`config.mk`:
```
export PLATFORM = sky130hd
export DESIGN_NAME = read_unit
export DESIGN_NICKNAME = d
export VERILOG_FILES = /design/src/rtl/fifo_pkg.sv /design/src/rtl/rd_out_reg.sv /design/src/rtl/read_unit.sv
export SDC_FILE = /design/constraint.sdc
export NUM_CORES = 1
export LEC_CHECK = 0
export CORE_MARGIN = 4
export CORE_UTILIZATION = 46
export CTS_BUF_LIST = sky130_fd_sc_hd__clkbuf_4 sky130_fd_sc_hd__clkbuf_8
export DETAILED_ROUTE_END_ITERATION = 8
export PLACE_DENSITY = 0.86
export SLEW_MARGIN = 20
export SYNTH_ARGS = -nofsm -noshare
export SYNTH_HDL_FRONTEND = slang
export SYNTH_SLANG_ARGS = --single-unit
```
`constraint.sdc`:
```
create_clock -name rclk -period 3 [get_ports rclk]
set_clock_uncertainty 0.2 [all_clocks]
set_input_delay 0.6 -clock rclk [delete_from_list [all_inputs] [get_ports rclk]]
set_output_delay 0.6 -clock rclk [all_outputs]
set_load 0.02 [all_outputs]
```
`src/rtl/fifo_pkg.sv`:
```
// fifo_pkg: definitions shared by the handshake FIFO read and write sides.
//   rd_state_e      - read_unit FSM encoding (IDLE=0, STREAM=1, DRAIN=2, DONE=3)
//   TRAIL_OFFSET    - distance from the trailer-detect write address back to the
//                     frame stop address (applied by the write side)
//   DATA_WIDTH_DEF  - default FIFO word width
//   ADDR_WIDTH_DEF  - default FIFO address width
package fifo_pkg;

  typedef enum logic [1:0] {
    StIdle   = 2'd0,
    StStream = 2'd1,
    StDrain  = 2'd2,
    StDone   = 2'd3
  } rd_state_e;

  localparam int unsigned TRAIL_OFFSET   = 24;
  localparam int unsigned DATA_WIDTH_DEF = 8;
  localparam int unsigned ADDR_WIDTH_DEF = 9;

endpackage

```
`src/rtl/rd_out_reg.sv`:
```
// rd_out_reg: registered valid/ready output stage of the FIFO read unit.
//   clk, rst    - read clock, asynchronous active-high reset
//   fetch       - a FIFO word is being read this cycle (loads rdata)
//   rdata       - FIFO word to capture
//   dout_ready  - consumer accepts dout_data when dout_valid is high
//   dout_data   - registered output word (changes only on fetch)
//   dout_valid  - dout_data holds a word not yet accepted
//   slot_free   - the register can take a new word this cycle
module rd_out_reg
  import fifo_pkg::*;
#(
  parameter int unsigned data_width = DATA_WIDTH_DEF
) (
  input  logic                  clk,
  input  logic                  rst,
  input  logic                  fetch,
  input  logic [data_width-1:0] rdata,
  input  logic                  dout_ready,
  output logic [data_width-1:0] dout_data,
  output logic                  dout_valid,
  output logic                  slot_free
);

  logic [data_width-1:0] data_q;
  logic                  valid_q;

  always_ff @(posedge clk or posedge rst) begin
    if (rst) begin
      data_q  <= '0;
      valid_q <= 1'b0;
    end else if (fetch) begin
      data_q  <= rdata;
      valid_q <= 1'b1;
    end else if (dout_ready) begin
      valid_q <= 1'b0;
    end
  end

  // Empty, or the current word leaves this cycle.
  assign slot_free  = !valid_q | dout_ready;
  assign dout_data  = data_q;
  assign dout_valid = valid_q;

endmodule

```
`src/rtl/read_unit.sv`:
```
// read_unit: drains handshake-FIFO entries into a registered valid/ready stream
// and stops at the frame stop address supplied by the write side, then pulses
// frame_done.
//   rclk, rrst  - read clock, asynchronous active-high reset
//   rdata       - FIFO word at raddr (combinational memory read)
//   rempty      - FIFO empty flag (read domain)
//   raddr       - current FIFO read address
//   trail_arm   - trailer-detected level, synchronized to rclk
//   stop_addr   - address at which reading stops, stable while trail_arm high
//   rinc        - read-pointer increment (combinational)
//   dout_data, dout_valid, dout_ready - output stream
//   frame_done  - one-cycle pulse once the frame is fully delivered
//   busy        - FSM is not idle
//   word_count  - accepted words this frame (only with READ_UNIT_WORD_COUNT_EN)
module read_unit
  import fifo_pkg::*;
#(
  parameter int unsigned data_width    = DATA_WIDTH_DEF,
  parameter int unsigned address_width = ADDR_WIDTH_DEF
) (
  input  logic                     rclk,
  input  logic                     rrst,
  input  logic [data_width-1:0]    rdata,
  input  logic                     rempty,
  input  logic [address_width-1:0] raddr,
  input  logic                     trail_arm,
  input  logic [address_width-1:0] stop_addr,
  output logic                     rinc,
  output logic [data_width-1:0]    dout_data,
  output logic                     dout_valid,
  input  logic                     dout_ready,
  output logic                     frame_done,
  output logic                     busy
`ifdef READ_UNIT_WORD_COUNT_EN
  ,
  output logic [address_width:0]   word_count
`endif
);

  rd_state_e                state_q, state_d;
  logic [address_width-1:0] stop_q, stop_d;
  logic                     arm_q;
  logic                     arm_rise;
  logic                     at_stop;
  logic                     slot_free;
  logic                     fetch;

  assign arm_rise = trail_arm & !arm_q;
  // Full-width equality keeps the compare correct across address wrap.
  assign at_stop  = (raddr == stop_q);

  assign fetch = !rrst
               & ((state_q == StStream) | (state_q == StDrain))
               & !rempty
               & slot_free
               & !((state_q == StDrain) & at_stop);

  assign rinc       = fetch;
  assign frame_done = (state_q == StDone);
  assign busy       = (state_q != StIdle);

  rd_out_reg #(
    .data_width (data_width)
  ) u_out_reg (
    .clk        (rclk),
    .rst        (rrst),
    .fetch      (fetch),
    .rdata      (rdata),
    .dout_ready (dout_ready),
    .dout_data  (dout_data),
    .dout_valid (dout_valid),
    .slot_free  (slot_free)
  );

  always_comb begin
    state_d = state_q;
    stop_d  = stop_q;
    unique case (state_q)
      StIdle: begin
        if (!rempty) state_d = StStream;
      end
      StStream: begin
        // A fetch issued in this same cycle still completes.
        if (arm_rise) begin
          stop_d  = stop_addr;
          state_d = StDrain;
        end
      end
      StDrain: begin
        // Finish only once the last word has left the output register.
        if (at_stop && slot_free) state_d = StDone;
      end
      StDone: begin
        state_d = StIdle;
      end
      default: state_d = StIdle;
    endcase
  end

  always_ff @(posedge rclk or posedge rrst) begin
    if (rrst) begin
      state_q <= StIdle;
      stop_q  <= '0;
      arm_q   <= 1'b0;
    end else begin
      state_q <= state_d;
      stop_q  <= stop_d;
      // Sampled in every state so a level left high from an earlier frame
      // never looks like a fresh trailer on re-entry to STREAM.
      arm_q   <= trail_arm;
    end
  end

`ifdef READ_UNIT_WORD_COUNT_EN
  localparam logic [address_width:0] CntOne = 1;

  logic [address_width:0] word_count_q;

  always_ff @(posedge rclk or posedge rrst) begin
    if (rrst) begin
      word_count_q <= '0;
    end else if ((state_q == StIdle) && (state_d == StStream)) begin
      word_count_q <= '0;
    end else if (dout_valid && dout_ready) begin
      word_count_q <= word_count_q + CntOne;
    end
  end

  assign word_count = word_count_q;
`endif

endmodule

```
==> impl_metrics.toml <==
[setup_path]
required_ns = 2.20
reg2reg_slack_ns = 0.95
worstPathMaxFanout = 2
cp_data_arrival_time_ns = 2.01
r2r_end = "u_out_reg.dout_data[1]"
crit_type = "in2out"
endpoint_kind = "output pin"
crit_path_start_kind = "input pin"
timing.rr.start = "stop_q[4]"
r2r_cells = 6

[timing]
period_share_pct = 93.6
relSlewSlack_pct = 48.3
finalHoldViolCount = 0
setup_viol = 0
fmax_mhz = 356
final_max_slew_viol_count = 0
rsz0062_at_grt = "false"
worst_pin_slew_ns = 0.775
finalCriticalPeriod_ns = 2.81

[floorplan]
die_area_sq_mm = 0.00297
die_h_um = 54.5
rows = 16
core_sq_mm = 0.00200
dieWidth_um = 54.5
start_util_pct = 49.7
io_pins = 43

[detailed_routing]
ant_nets = 0
vias = 707
drt_iter0_markers = 3
drt_pass1_iterations = 4
vias_per_cell = 4.78
drc = 0
wl_per_cell_um = 13.6
wl_mm = 2.02

[finish]
antenna_cells = 0
final_nets = 158
final_common_cell = "clkdlybuf4s50_1"
utilization_pct = 74.6
mostFrequentLayoutCells = "clkdlybuf4s50_1 (41), dfrtp_1 (21), mux2_2 (18)"
drive_above_1_share_pct = 23.1
area_delta_synth_final_pct = 50.2
fill_cells = 155
instances_no_fill = 148

[clock_network]
h-tree-depth = 1
hold_buffers = 0
cts_sinks = 21
cts_setup_buffers = 0
clk_latency_ns = 0.30
cts-buffers-inserted = 3
cts-root-buf = "clkbuf_4"
clk_pin_slew_ns = 0.12
cts_tree = "yes"
cts.path.max_buffers = 2

[min_path]
worstHoldStart = "u_out_reg.dout_data[7]"
hold_path_depth = 1
whs_endpoint = "u_out_reg.dout_data[7]"
hold_path.class = "reg2reg"

[synth]
synth_top_area_cell = "dfrtp_1"
synth.distinct_cells = 16
syn-num-nets = 108
ys_ff_latch = 21
ys_seq_area_share_pct = 52.8
synth_area_leaders = "dfrtp_1 (53%), mux2_2 (20%), xor2_1 (7.9%)"
synth_top_area_share_pct = 52.8
syn_avg_cell_area_sq_um = 13.8
syn_inst = 72
yosysWarningCount = 0
mappedNetlistArea_sq_um = 995

[global_routing]
gr-usage-all-layers_pct = 15.3
grt_pass1_vias = 731
grt_pass1_wl_mm = 3.20
antenna_found_initial = 0
overflow = 0
grt_max_degree = 22

[power_and_ir_drop]
intPower_mw = 0.852
p_seq_share_pct = 38.1
total_power_mw = 1.32
cellPowerDensity_mw_per_mm2 = 884
clkPwrFrac_pct = 10.1
total_leakage_power_nw = 0.662
combPwrFrac_pct = 51.8
switching_power_mw = 0.469
switching_share_pct = 35.5
peakVddDrop_mv = 0.589

[placed_design]
io_buffers = 42
hpwl_mm = 1.70
gp_congestion = 0.813
dp_cells = 144

[run_status]
outcome = "finished, final reports clean"

[flow_run]
max_cap_viol_count = 0
[power groups by stage]
| stage | Clock [mW] | Sequential, mW | Combinational (mW) |
|---|---|---|---|
| 6_report | 0.133 | 0.503 | 0.685 |
| 5_1_grt | 0.153 | 0.520 | 0.741 |
| 4_1_cts | 0.137 | 0.505 | 0.693 |
| 3_5_place_dp | 0 | 0.512 | 0.694 |
| 3_3_place_gp | 0 | 0.508 | 0.677 |
| 2_1_floorplan | 0 | 0.575 | 0.345 |
[how the worst max path moves through the flow]
stage | end | start
floorplan | rinc | raddr[8]
global placement | rinc | raddr[8]
detailed placement | rinc | raddr[8]
CTS | rinc | raddr[8]
global route | rinc | raddr[4]
finish | rinc | raddr[4]
[repair_timing]
item | in CTS | in global routing
resized for setup | 1 | 2
pin swaps | 0 | 2
endpoints found under the setup margin | 1 | 1
[routing by layer]
layer,global-route usage (%),routed length [um],vias up
li1,-,-,349
met3,0.817,85,2
met5,0,0,-
met4,7.47,22,0
met1,19.7,842,339
met2,26.1,1070,17
[critical path, stage by stage]
cell and delay [ns]:
clkdlybuf4s50_1 0.41, xor2_1 0.16, nor4_2 0.33, nand4_1 0.19, nand4_4 0.13, inv_1 0.04, clkbuf_2 0.15
[cells in the mapped netlist]
cell type  instances
dfrtp_1           21
mux2_2            18
xor2_1             9
ha_1               5
inv_1              5
nand2b_1           2
nand4_1            2
nor2_1             2
a21oi_1            1
a22o_1             1
nand2_1            1
nand3b_1           1
nand4_4            1
nor3_1             1
nor4_2             1
o32a_1             1
[flip-flops by register name (all words and copies together), names as in the netlist]
name and flops:
u_out_reg.dout_data 8, stop_q 9, arm_q 1, state_q 2
u_out_reg.dout_valid 1
[cell families after synthesis]
kind of cell	after synthesis	synth area share, %
mux	18	20.4
simple gates	11	8.30
flops	21	52.8
xor+xnor	9	7.92
buf+inv	5	1.89
compound gates	3	2.39
fa+ha+maj	5	6.29
[area by class of cell]
type | count | area (sq um) | area share [%]
multi-input cells | 46 | 450 | 30.2
inverters | 5 | 18.8 | 1.26
well taps | 27 | 33.8 | 2.26
clock inverters | 1 | 5.00 | 0.335
repair buffers | 45 | 438 | 29.3
flip-flops and latches | 21 | 526 | 35.2
clock buffers | 3 | 22.5 | 1.51
[stage by stage]
| step | hold WS (ns) | setup TNS, ns | setup WS, ns | cell area (sq um) |
|---|---|---|---|---|
| after detailed placement | 0.292 | -0.206 | -0.206 | 1470 |
| final | 0.316 | 0 | 0.191 | 1490 |
| after global routing | 0.343 | 0 | 0.0862 | 1490 |
| after floorplan | 0.300 | 0 | 0.693 | 995 |
| after CTS | 0.320 | 0 | 0.0159 | 1500 |
| after global placement | 0.290 | -0.192 | -0.192 | 1470 |
Note: power is estimated with default switching activity, not from simulation.
